**config.mk**
```make
export PLATFORM = sky130hd
export DESIGN_NAME = clk_rate_sequencer
export DESIGN_NICKNAME = d
export VERILOG_FILES = /design/src/rtl/clk_rate_sequencer.sv
export SDC_FILE = /design/constraint.sdc
export NUM_CORES = 1
export LEC_CHECK = 0
export ABC_CLOCK_PERIOD_IN_PS = 6000
export CELL_PAD_IN_SITES_DETAIL_PLACEMENT = 1
export CELL_PAD_IN_SITES_GLOBAL_PLACEMENT = 1
export CORE_MARGIN = 8
export CORE_UTILIZATION = 40
export CTS_BUF_LIST = sky130_fd_sc_hd__clkbuf_8 sky130_fd_sc_hd__clkbuf_16
export CTS_CLUSTER_SIZE = 14
export DETAILED_ROUTE_END_ITERATION = 12
export PLACE_DENSITY_LB_ADDON = 0.05
export SETUP_SLACK_MARGIN = 0.15
export SYNTH_ARGS = -nofsm -noshare
export SYNTH_HDL_FRONTEND = slang
export SYNTH_SLANG_ARGS = --single-unit
```
**constraint.sdc**
```tcl
create_clock -name incoming_CLK100MHZ -period 6 [get_ports incoming_CLK100MHZ]
set_clock_uncertainty 0.2 [all_clocks]
set_input_delay 1.2 -clock incoming_CLK100MHZ [delete_from_list [all_inputs] [get_ports incoming_CLK100MHZ]]
set_output_delay 1.2 -clock incoming_CLK100MHZ [all_outputs]
set_load 0.02 [all_outputs]
```
**src/rtl/clk_rate_sequencer.sv**
```systemverilog
// rtl/clk_rate_sequencer.sv - programmable square-wave clock sequencer with burst/stop control
//
// Purpose:
//   Divides the 100 MHz board clock into a 50% duty square wave whose
//   half-period and burst length are loaded at runtime. Rate changes made
//   while running are staged and only applied on a falling edge of the output,
//   so the generated clock never carries a runt pulse.
//
// Ports:
//   incoming_CLK100MHZ  in   system clock
//   rst                 in   asynchronous active-high reset
//   cfg_half            in   requested half-period minus 1
//   cfg_count           in   periods per run, 0 = free-run
//   cfg_valid           in   config offer
//   cfg_ready           out  config slot free
//   start               in   begin generation (level)
//   stop                in   graceful stop request
//   outgoing_CLK        out  generated clock (registered)
//   tick                out  pulse in the cycle outgoing_CLK rises
//   busy                out  high while running or finishing
//   done                out  pulse in the cycle a run ends
//   period_cnt          out  completed periods since last run entry
//                            (only when CLK_SEQ_STATUS_EN is defined)
//
// Build option:
//   CLK_SEQ_STATUS_EN   adds the period_cnt status output.

module clk_rate_sequencer #(
  parameter int CTR_W        = 27,
  parameter int DEFAULT_HALF = 49_999,
  parameter int CNT_W        = 16
) (
  input  logic             incoming_CLK100MHZ,
  input  logic             rst,
  input  logic [CTR_W-1:0] cfg_half,
  input  logic [CNT_W-1:0] cfg_count,
  input  logic             cfg_valid,
  output logic             cfg_ready,
  input  logic             start,
  input  logic             stop,
  output logic             outgoing_CLK,
  output logic             tick,
  output logic             busy,
  output logic             done
`ifdef CLK_SEQ_STATUS_EN
  ,
  output logic [CNT_W-1:0] period_cnt
`endif
);

  typedef enum logic [1:0] {
    S_IDLE,
    S_RUN,
    S_FINISH
  } state_t;

  state_t             r_state;
  logic [CTR_W-1:0]   r_ctr;
  logic               r_clk;
  logic               r_tick;
  logic               r_busy;
  logic               r_done;
  logic               r_cfg_ready;
  logic [CTR_W-1:0]   r_active_half;
  logic [CNT_W-1:0]   r_active_count;
  logic [CTR_W-1:0]   r_pend_half;
  logic [CNT_W-1:0]   r_pend_count;
  logic               r_pend_valid;
  logic [CNT_W-1:0]   r_remaining;
  logic               r_stop_flag;
`ifdef CLK_SEQ_STATUS_EN
  logic [CNT_W-1:0]   r_period_cnt;
`endif

  logic               w_cfg_fire;
  logic               w_at_half;
  logic               w_boundary;
  logic [CNT_W-1:0]   w_rem_a;
  logic [CNT_W-1:0]   w_rem_b;
  logic               w_burst_end;
  logic               w_run_end;

  assign w_cfg_fire = cfg_valid & r_cfg_ready;
  assign w_at_half  = (r_ctr == r_active_half);
  // The period boundary is the high-to-low transition of the output.
  assign w_boundary = (r_state != S_IDLE) && w_at_half && r_clk;

  // Remaining count after the staged config is applied: a staged count only
  // replaces it when the run is free-running (remaining already 0).
  assign w_rem_a     = (r_pend_valid && (r_remaining == '0)) ? r_pend_count : r_remaining;
  assign w_burst_end = (w_rem_a == CNT_W'(1));
  assign w_rem_b     = (w_rem_a != '0) ? (w_rem_a - CNT_W'(1)) : '0;
  assign w_run_end   = w_boundary && (w_burst_end || r_stop_flag);

  always_ff @(posedge incoming_CLK100MHZ or posedge rst) begin
    if (rst) begin
      r_state        <= S_IDLE;
      r_ctr          <= '0;
      r_clk          <= 1'b0;
      r_tick         <= 1'b0;
      r_busy         <= 1'b0;
      r_done         <= 1'b0;
      r_cfg_ready    <= 1'b1;
      r_active_half  <= CTR_W'(DEFAULT_HALF);
      r_active_count <= '0;
      r_pend_half    <= '0;
      r_pend_count   <= '0;
      r_pend_valid   <= 1'b0;
      r_remaining    <= '0;
      r_stop_flag    <= 1'b0;
`ifdef CLK_SEQ_STATUS_EN
      r_period_cnt   <= '0;
`endif
    end else begin
      r_tick <= 1'b0;
      r_done <= 1'b0;
      case (r_state)
        S_IDLE: begin
          r_clk <= 1'b0;
          r_ctr <= '0;
          // A config staged in the last running cycle is flushed here so the
          // slot never stays occupied while idle.
          if (r_pend_valid) begin
            r_active_half  <= r_pend_half;
            r_active_count <= r_pend_count;
            r_pend_valid   <= 1'b0;
            r_cfg_ready    <= 1'b1;
          end else if (w_cfg_fire) begin
            r_active_half  <= cfg_half;
            r_active_count <= cfg_count;
          end
          if (start && !stop) begin
            r_state     <= S_RUN;
            r_busy      <= 1'b1;
            r_remaining <= r_pend_valid ? r_pend_count : r_active_count;
            r_stop_flag <= 1'b0;
`ifdef CLK_SEQ_STATUS_EN
            r_period_cnt <= '0;
`endif
          end
        end

        S_RUN, S_FINISH: begin
          if (w_at_half) begin
            r_ctr  <= '0;
            r_clk  <= ~r_clk;
            r_tick <= ~r_clk;
          end else begin
            r_ctr <= r_ctr + CTR_W'(1);
          end

          if (w_boundary) begin
            if (r_pend_valid) begin
              r_active_half  <= r_pend_half;
              r_active_count <= r_pend_count;
              r_pend_valid   <= 1'b0;
              r_cfg_ready    <= 1'b1;
            end
            r_remaining <= w_rem_b;
`ifdef CLK_SEQ_STATUS_EN
            if (r_period_cnt != '1) begin
              r_period_cnt <= r_period_cnt + CNT_W'(1);
            end
`endif
          end

          // Accepting requires an empty slot, so this never collides with the
          // boundary transfer above; a config taken on a boundary waits for
          // the following one.
          if (w_cfg_fire) begin
            r_pend_half  <= cfg_half;
            r_pend_count <= cfg_count;
            r_pend_valid <= 1'b1;
            r_cfg_ready  <= 1'b0;
          end

          if (w_run_end) begin
            r_state     <= S_IDLE;
            r_busy      <= 1'b0;
            r_done      <= 1'b1;
            r_stop_flag <= 1'b0;
          end else if ((r_state == S_RUN) && stop) begin
            r_stop_flag <= 1'b1;
            r_state     <= S_FINISH;
          end
        end

        default: begin
          r_state <= S_IDLE;
          r_busy  <= 1'b0;
          r_clk   <= 1'b0;
          r_ctr   <= '0;
        end
      endcase
    end
  end

  assign outgoing_CLK = r_clk;
  assign tick         = r_tick;
  assign busy         = r_busy;
  assign done         = r_done;
  assign cfg_ready    = r_cfg_ready;
`ifdef CLK_SEQ_STATUS_EN
  assign period_cnt   = r_period_cnt;
`endif

endmodule

```
==> results of run 1 <==
[worst register-to-register path: cells and delay by family, from the launching register on]
family	cells	cell delay [ps]
adder cells (fa/ha/maj)	1	370
AND/OR/NAND/NOR	4	970
AO/OA/AOI/OAI	4	1430
flip-flops	1	440
[area by class of cell]
cell class                      count  area (sq um)  area share
Clock buffer                       17           425      0.0490
Clock inverter                     15           211      0.0244
Inverter                           12          50.0     0.00577
Multi-Input combinational cell    521          3680       0.424
Sequential cell                   138          3470       0.400
Tap cell                          229           287      0.0330
Timing Repair Buffer               57           558      0.0643
[sequential cells by signal (all words and copies together) (netlist names)]
signal and count:
r_pend_half 27, r_stop_flag 1, cfg_ready 1, r_active_count 16
r_remaining 16, r_pend_count 16, r_active_half 27, r_pend_valid 1
r_state 2, tick 1, done 1, outgoing_CLK 1
r_ctr 27, busy 1
[cell usage after synthesis (all sizes together), types with 2 or more instances]
| cell | count |
|---|---|
| a21o | 6 |
| nor4 | 2 |
| a311oi | 2 |
| o22ai | 18 |
| o21ai | 42 |
| buf | 17 |
| dfrtp | 128 |
| a31oi | 5 |
| a21oi | 21 |
| nor3b | 3 |
| a211o | 2 |
| xor2 | 19 |
| mux2 | 45 |
| nand2b | 3 |
| ha | 6 |
| o221a | 16 |
| a221o | 4 |
| nand3 | 16 |
| nor3 | 20 |
| nor2 | 74 |
| o21a | 5 |
| nand4 | 15 |
| mux2i | 47 |
| and2 | 6 |
| dfstp | 10 |
| o211ai | 5 |
| xnor2 | 39 |
| and3 | 5 |
| a211oi | 2 |
| and4 | 5 |
| a22o | 3 |
| inv | 12 |
| or3 | 4 |
| o221ai | 3 |
| clkbuf | 22 |
| o22a | 4 |
| nand2 | 63 |
[power by group through the flow]
stage | clock [uW] | combinational [uW] | sequential [uW]
global placement | 0 | 1890 | 1690
finish | 1140 | 1950 | 1720
CTS | 1170 | 1970 | 1710
floorplan | 0 | 1550 | 1580
global route | 1210 | 2170 | 1780
detailed placement | 0 | 1960 | 1720
[worst max path at each step]
stage                     from           endpoint  slack (ps)
4_1_cts         r_remaining[8]    r_remaining[12]        2450
6_report       r_remaining[12]     r_remaining[4]        2470
2_1_floorplan              rst               busy         920
3_5_place_dp         cfg_valid  r_active_half[20]        2460
5_1_grt         r_remaining[8]    r_remaining[12]        2240
3_3_place_gp         cfg_valid  r_active_half[13]        2510
[kinds of logic after synthesis]
| group | synth area share |
|---|---|
| and+or+nand+nor | 0.147 |
| AOI/OAI and AO/OA | 0.138 |
| DFF | 0.471 |
| muxes | 0.133 |
| xor gates and xnor gates | 0.0690 |
| buffers and inverters | 0.0315 |
| adders and majority gates | 0.0102 |
[per-stage QoR]
step | hold slack (ps) | util | total power [uW] | cell area (sq um)
global route | 313 | 0.481 | 5160 | 8670
finish | 279 | 0.481 | 4810 | 8670
global placement | 269 | 0.446 | 3580 | 8040
detailed placement | 274 | 0.446 | 3680 | 8040
CTS | 288 | 0.481 | 4850 | 8670
floorplan | 254 | - | 3130 | 7360
[metal layers]
metal / vias to the layer above / track usage / wire, um
met5: - / 0 / 0
met4: 0 / 0.0563 / 193
met3: 15 / 0.0288 / 616
met2: 64 / 0.277 / 8850
met1: 2825 / 0.270 / 10200
li1: 2632 / - / -
==> flow_metrics.tcl, run 1 <==
set metrics [dict create \
    status "completed" \
    p_clk_frac 0.238 \
    rows 49 \
    die_area_sq_mm 0.0230 \
    overflow 0 \
    slowest_stage "o21ai_2" \
    htreeDepth 4 \
    avgSynthCellArea_sq_um 10.4 \
    synth_area_sq_mm 0.00736 \
    initial_utilization 0.408 \
    dp_worst_setup_slack_ps 2460 \
    switchingPower_uw 1900 \
    cts_inserted_buffers 17 \
    p_leak_uw 0.00356 \
    grt_pass1_wl_um 33100 \
    cp_num_buf_inv 0 \
    powerDensity_mw_per_mm2 555 \
    worst_r2r_endpoint "r_remaining[4]" \
    final_common_cell "dfrtp_1" \
    setup_tns_ps 0 \
    syn2layout_area_growth_pct 17.9 \
    worstPathArrival_ps 3630 \
    seq_area_frac_synth 0.471 \
    port_buffers 52 \
    synth_cell_types 64 \
    stdcell_count 989 \
    drtIter0Drc 280 \
    crit_cells 9 \
    core_sq_mm 0.0180 \
    yosys-top-cells-area "dfrtp_1, mux2_2, mux2i_1" \
    tightest_slew_ps 1130 \
    crit_path_end_kind "register" \
    synth_top_cell_area_share 0.435 \
    root_buffer "clkbuf_16" \
    ff2ff_path_depth 9 \
    crit_fanout 18 \
    slew_headroom 0.248 \
    cp_cell_sequence "nor3_2 -> and2_1 -> and2_1 -> a21oi_1 -> ha_1 -> o211ai_2 -> o21ai_2 -> nor2_1 -> a221o_1" \
    p_seq_frac 0.357 \
    grt_usage 0.185 \
    max_stage_delay_ps 550 \
    fp.dieH_um 152 \
    ir_worst_vdd_v 0.000323 \
    combPwrFrac 0.405 \
    cts_max_path_buffers 2 \
    dp_hpwl_um 13800 \
    reg2reg_slack_ps 2470 \
    gp_congestion 0.806 \
    rsz0062_at_grt "false" \
    n_fill_cell 1989 \
    synthArstFlopShare 1.00 \
    syn_nets 764 \
    antenna_found_initial 0 \
    dpl.cell_count 957 \
    ys_ff_latch 138 \
    drt-wirelength-per-cell_um 20.1 \
    fin_nets 801 \
    max_freq_mhz 283 \
    min_to "busy" \
    grt_max_degree 102 \
    cp_common_cell "and2_1" \
    path_clk_slew_ps 60 \
    p_int_uw 2920 \
    insertion_delay_ps 420 \
    drc 0 \
    fin_crit_ps 3530 \
    post_cts_buffers 0 \
    whs_path_depth 1 \
    crit_family "compound AO/OA/AOI/OAI gates" \
    cap_violations 0 \
    hold_path_class "register to register" \
    drt_pre_antenna_iters 4 \
    diodes 0 \
    synth_edf_count 0 \
    routed_wl_um 19800 \
    yosysWarningCount 0 \
    hold_viol 0 \
    critPathRequiredTime_ps 6100 \
    yosysTopAreaCell "dfrtp_1" \
    hold_buffers 0 \
    worstSetupPathType "register to register" \
    synth_ff_type "dfrtp_1" \
    routed_via_density 5.60 \
    final_cell_mix "dfrtp_1, nor2_1, nand2_1" \
    r2r-start "r_remaining[12]" \
    dieWidth_um 152 \
    holdCritStartpoint "busy" \
    vias 5536 \
    setup_viol 0 \
    ioPinCount 53 \
    critPathLaunchType "register" \
    ant_nets 0 \
    cts_resized 0 \
    cts_tree "done" \
    fin_crit_sh 0.589 \
    cts_sinks 138 \
    grt_pass1_vias 6039 \
    p_sw_frac 0.394 \
    layout_setup_ws_ps 2470 \
    netlist_instances 710 \
    drv_slew 0 \
    drive_gt1_frac 0.170 \
]
Note: power is estimated with default switching activity, not from simulation.
==> inputs of run 2 (changes only) <==
--- a/config.mk
+++ b/config.mk
@@ -5,7 +5,7 @@
 export SDC_FILE = /design/constraint.sdc
 export NUM_CORES = 1
 export LEC_CHECK = 0
-export ABC_CLOCK_PERIOD_IN_PS = 6000
+export ABC_CLOCK_PERIOD_IN_PS = 3040
 export CELL_PAD_IN_SITES_DETAIL_PLACEMENT = 1
 export CELL_PAD_IN_SITES_GLOBAL_PLACEMENT = 1
 export CORE_MARGIN = 8
==> constraint.sdc (replaced) <==
create_clock -name incoming_CLK100MHZ -period 3.04 [get_ports incoming_CLK100MHZ]
set_clock_uncertainty 0.2 [all_clocks]
set_input_delay 0.608 -clock incoming_CLK100MHZ [delete_from_list [all_inputs] [get_ports incoming_CLK100MHZ]]
set_output_delay 0.608 -clock incoming_CLK100MHZ [all_outputs]
set_load 0.02 [all_outputs]
==> flow_metrics.tcl, run 2 (same netlist as run 1, synthesis figures left out) <==
set metrics [dict create \
    drtIter0Drc 306 \
    drc 0 \
    cts_tree "done" \
    fin_crit_sh 0.896 \
    p_sw_frac 0.393 \
    initial_utilization 0.408 \
    crit_path_end_kind "register" \
    insertion_delay_ps 420 \
    final_common_cell "dfrtp_1" \
    vias 5709 \
    dp_worst_setup_slack_ps 18.6 \
    fin_nets 824 \
    drt-wirelength-per-cell_um 20.4 \
    antenna_found_initial 0 \
    syn2layout_area_growth_pct 21.4 \
    grt_max_degree 85 \
    powerDensity_mw_per_mm2 1100 \
    drive_gt1_frac 0.202 \
    grt_usage 0.194 \
    drt_pre_antenna_iters 4 \
    routed_wl_um 20700 \
    die_area_sq_mm 0.0230 \
    n_fill_cell 1972 \
    hold_path_class "register to register" \
    htreeDepth 4 \
    ioPinCount 53 \
    ir_worst_vdd_v 0.000610 \
    slew_headroom 0.497 \
    fp.dieH_um 152 \
    layout_setup_ws_ps 316 \
    ant_nets 0 \
    p_seq_frac 0.342 \
    grt_pass1_vias 6162 \
    cts_inserted_buffers 17 \
    overflow 0 \
    cts_max_path_buffers 2 \
    p_clk_frac 0.225 \
    status "completed" \
    core_sq_mm 0.0180 \
    p_leak_uw 0.00370 \
    diodes 0 \
    switchingPower_uw 3850 \
    rsz0062_at_grt "false" \
    worstSetupPathType "register to register" \
    drv_slew 0 \
    rows 49 \
    dieWidth_um 152 \
    setup_viol 0 \
    setup_tns_ps 0 \
    crit_fanout 7 \
    max_freq_mhz 367 \
    fin_crit_ps 2720 \
    cts_sinks 138 \
    root_buffer "clkbuf_16" \
    hold_viol 0 \
    p_int_uw 5950 \
    path_clk_slew_ps 60 \
    critPathRequiredTime_ps 3140 \
    timing.hold.ws_ps 287 \
    critPathLaunchType "register" \
    reg.largest.list "r_active_half (27), r_ctr (27), r_pend_half (27)" \
    tightest_slew_ps 752 \
    dp_hpwl_um 14200 \
    worstPathArrival_ps 2820 \
    cap_violations 0 \
    grt_pass1_wl_um 34300 \
    gp_congestion 0.824 \
    port_buffers 52 \
    routed_via_density 5.64 \
    combPwrFrac 0.433 \
    final_cell_mix "dfrtp_1, nor2_1, nand2_1" \
]
-- run 2: through the flow --
step,instance area (sq um),utilization,total power [uW],instances
2_1_floorplan,7360,-,6180,710
3_3_place_gp,8210,0.456,7320,977
3_5_place_dp,8210,0.456,7480,977
4_1_cts,8870,0.492,9810,1010
5_1_grt,8930,0.495,10500,1012
6_report,8930,0.495,9800,1012
-- run 2: repair_timing --
item | 4_1_cts | 5_1_grt
hold buffers | 0 | 0
setup buffers | 0 | 2
gates resized for setup | 4 | 9
pin swaps | 1 | 2
setup endpoints to repair | 24 | 17
gates cloned | 1 | 0
-- run 2: metal layers --
layer  track usage  part of all wire  up-vias
met5             0                 0        -
met4        0.0588            0.0097        0
met3        0.0460             0.043       19
met2         0.278              0.43       98
met1         0.284              0.51     2911
li1              -                 -     2681
-- run 2: worst paths after layout --
check | cells past startpoint | start | endpoint | slack [ps]
hold / removal | 1 | busy | busy | 290
hold reg to reg | 1 | busy | busy | 290
setup / recovery | 7 | r_pend_count[2] | r_remaining[4] | 320
max in group asynchronous | 3 | rst | r_remaining[14] | 1770
setup reg to reg | 7 | r_pend_count[2] | r_remaining[4] | 320
min in group asynchronous | 3 | rst | r_pend_half[21] | 430
-- run 2: final cells by class --
type	instances	area (sq um)	area share
clock buffers	17	425	0.0476
clock inverters	15	200	0.0224
inverters	12	48.8	0.00546
multi-input cells	522	3760	0.421
flip-flops and latches	138	3470	0.388
well taps	229	287	0.0321
repair buffers	79	748	0.0838
-- run 2: power by group through the flow --
| stage | clock (uW) | combinational [uW] | sequential, uW |
|---|---|---|---|
| floorplan | 0 | 3060 | 3120 |
| global placement | 0 | 4010 | 3310 |
| detailed placement | 0 | 4130 | 3350 |
| CTS | 2270 | 4210 | 3330 |
| global route | 2340 | 4700 | 3470 |
| finish | 2200 | 4240 | 3360 |
-- run 2: worst max-delay path, stage by stage, from the launching register on --
cell	delay, ps
dfrtp_1	480
nor3_2	370
nand4_1	260
nor3b_4	320
o211ai_2	200
o21ai_4	260
nor2_1	140
a221o_1	370
==> inputs of run 3 (changes only) <==
--- a/config.mk
+++ b/config.mk
@@ -5,7 +5,7 @@
 export SDC_FILE = /design/constraint.sdc
 export NUM_CORES = 1
 export LEC_CHECK = 0
-export ABC_CLOCK_PERIOD_IN_PS = 3040
+export ABC_CLOCK_PERIOD_IN_PS = 2900
 export CELL_PAD_IN_SITES_DETAIL_PLACEMENT = 1
 export CELL_PAD_IN_SITES_GLOBAL_PLACEMENT = 1
 export CORE_MARGIN = 8
==> constraint.sdc (replaced) <==
create_clock -name incoming_CLK100MHZ -period 2.9 [get_ports incoming_CLK100MHZ]
set_clock_uncertainty 0.2 [all_clocks]
set_input_delay 0.58 -clock incoming_CLK100MHZ [delete_from_list [all_inputs] [get_ports incoming_CLK100MHZ]]
set_output_delay 0.58 -clock incoming_CLK100MHZ [all_outputs]
set_load 0.02 [all_outputs]
==> flow_metrics.tcl, run 3 (same netlist as run 1, synthesis figures left out) <==
set metrics [dict create \
    crit_family "compound AO/OA/AOI/OAI gates" \
    cap_violations 0 \
    drc 0 \
    status "completed" \
    drive_gt1_frac 0.232 \
    worstPathArrival_ps 2730 \
    grt_pass1_wl_um 34900 \
    final_cell_mix "dfrtp_1, nor2_1, nand2_1" \
    drt-wirelength-per-cell_um 20.3 \
    cts_tree "done" \
    max_freq_mhz 382 \
    hold_viol 0 \
    worst_r2r_endpoint "r_state[1]" \
    core_sq_mm 0.0180 \
    port_buffers 52 \
    p_int_uw 6070 \
    max_stage_delay_ps 460 \
    ioPinCount 53 \
    rows 49 \
    hold_buffers 0 \
    grt_usage 0.195 \
    vias 5798 \
    drv_slew 0 \
    initial_utilization 0.408 \
    cp_cell_sequence "or3_1 -> a31oi_1 -> o211ai_1 -> buf_4 -> o21bai_2 -> o211ai_2 -> a32o_1" \
    antenna_found_initial 0 \
    fin_nets 842 \
    fin_crit_sh 0.903 \
    setup_tns_ps 0 \
    ff2ff_path_depth 7 \
    reg2reg_slack_ps 280 \
    fin_crit_ps 2620 \
    grt_pass1_vias 6324 \
    insertion_delay_ps 430 \
    root_buffer "clkbuf_16" \
    fp.dieH_um 152 \
    ir_worst_vdd_v 0.00147 \
    min_to "r_active_half[2]" \
    hold_path_class "register to register" \
    critPathLaunchType "register" \
    dieWidth_um 152 \
    die_area_sq_mm 0.0230 \
    crit_path_end_kind "register" \
    whs_path_depth 2 \
    grt_max_degree 55 \
    drtIter0Drc 298 \
    p_clk_frac 0.205 \
    path_clk_slew_ps 60 \
    tightest_slew_ps 689 \
    drt_pre_antenna_iters 5 \
    p_leak_uw 0.00376 \
    powerDensity_mw_per_mm2 1130 \
    routed_wl_um 20900 \
    final_common_cell "dfrtp_1" \
    cts_inserted_buffers 17 \
    p_seq_frac 0.342 \
    dp_hpwl_um 14800 \
    diodes 0 \
    reg.largest.list "r_active_half (27), r_ctr (27), r_pend_half (27)" \
    rsz0062_at_grt "false" \
    combPwrFrac 0.452 \
    slowest_stage "or3_1" \
    cp_num_buf_inv 1 \
    htreeDepth 4 \
    syn2layout_area_growth_pct 22.8 \
    r2r-start "r_remaining[11]" \
    routed_via_density 5.63 \
    switchingPower_uw 4130 \
    holdCritStartpoint "r_active_half[2]" \
    critPathRequiredTime_ps 3010 \
    slew_headroom 0.540 \
    cts_sinks 138 \
    setup_viol 0 \
    gp_congestion 0.909 \
    crit_fanout 5 \
    p_sw_frac 0.405 \
    overflow 0 \
    worstSetupPathType "register to register" \
    cts_max_path_buffers 2 \
    timing.hold.ws_ps 291 \
    ant_nets 0 \
]
==> run 3: cell types whose count changed in the layout (fill, tap and decap cells not counted), sizes merged <==
cell	before	now
inv	14	21
clkinvlp	1	4
a21oi	22	21
clkinv	8	1
bufinv	4	0
buf	27	46
clkbuf	17	18
==> run 3: worst max path at each step <==
| stage | from | to | slack [ps] | depth (start not counted) |
|---|---|---|---|---|
| global placement | r_ctr[5] | r_remaining[8] | 80 | 7 |
| floorplan | r_pend_valid | r_remaining[6] | 170 | 15 |
| detailed placement | r_ctr[5] | r_remaining[8] | 70 | 7 |
| CTS | r_ctr[5] | r_active_half[19] | 150 | 9 |
| finish | r_remaining[11] | r_state[1] | 280 | 7 |
| global route | r_active_half[1] | r_active_half[15] | 150 | 8 |
==> run 3: what timing repair did <==
item,CTS,global route
endpoints found under the setup margin,7,63
gates resized for setup,2,16
pin swaps,0,3
buffers inserted,0,5
==> run 3: power by group through the flow <==
| stage | registers [uW] | logic, uW | clock network (uW) |
|---|---|---|---|
| 2_1_floorplan | 3280 | 3210 | 0 |
| 3_3_place_gp | 3420 | 4390 | 0 |
| 3_5_place_dp | 3470 | 4550 | 0 |
| 4_1_cts | 3450 | 4590 | 2150 |
| 5_1_grt | 3600 | 5090 | 2230 |
| 6_report | 3490 | 4620 | 2090 |
==> run 3: through the flow <==
| stage | power, uW | util | area (sq um) | worst slack (ps) | std cells |
|---|---|---|---|---|---|
| floorplan | 6480 | - | 7380 | 168 | 710 |
| global placement | 7820 | 0.465 | 8380 | 84.0 | 993 |
| detailed placement | 8020 | 0.465 | 8380 | 74.6 | 993 |
| CTS | 10200 | 0.496 | 8950 | 151 | 1025 |
| global route | 10900 | 0.501 | 9040 | 153 | 1030 |
| finish | 10200 | 0.501 | 9040 | 280 | 1030 |
==> run 3: tightest hold or removal path: stages (launching register included) <==
cell	delay, ps
dfstp_2	370
nand2_1	40
o21ai_0	70
==> run 3: layer usage <==
layer	share of wire	wire length [um]	vias to the layer above	GRT usage
met2	0.43	9060	104	0.284
met3	0.047	981	13	0.0454
met4	0.0083	174	0	0.0421
met5	0	0	-	0
li1	-	-	2712	-
met1	0.51	10700	2969	0.288
==> run 3: final cells by class <==
cell class,count,area [sq um]
clock buffer,18,439
tap,229,287
clock inverter,14,124
inverter,12,48.8
sequential,138,3470
timing repair buffer,98,928
multi-input combinational,521,3740
fill,1993,8990
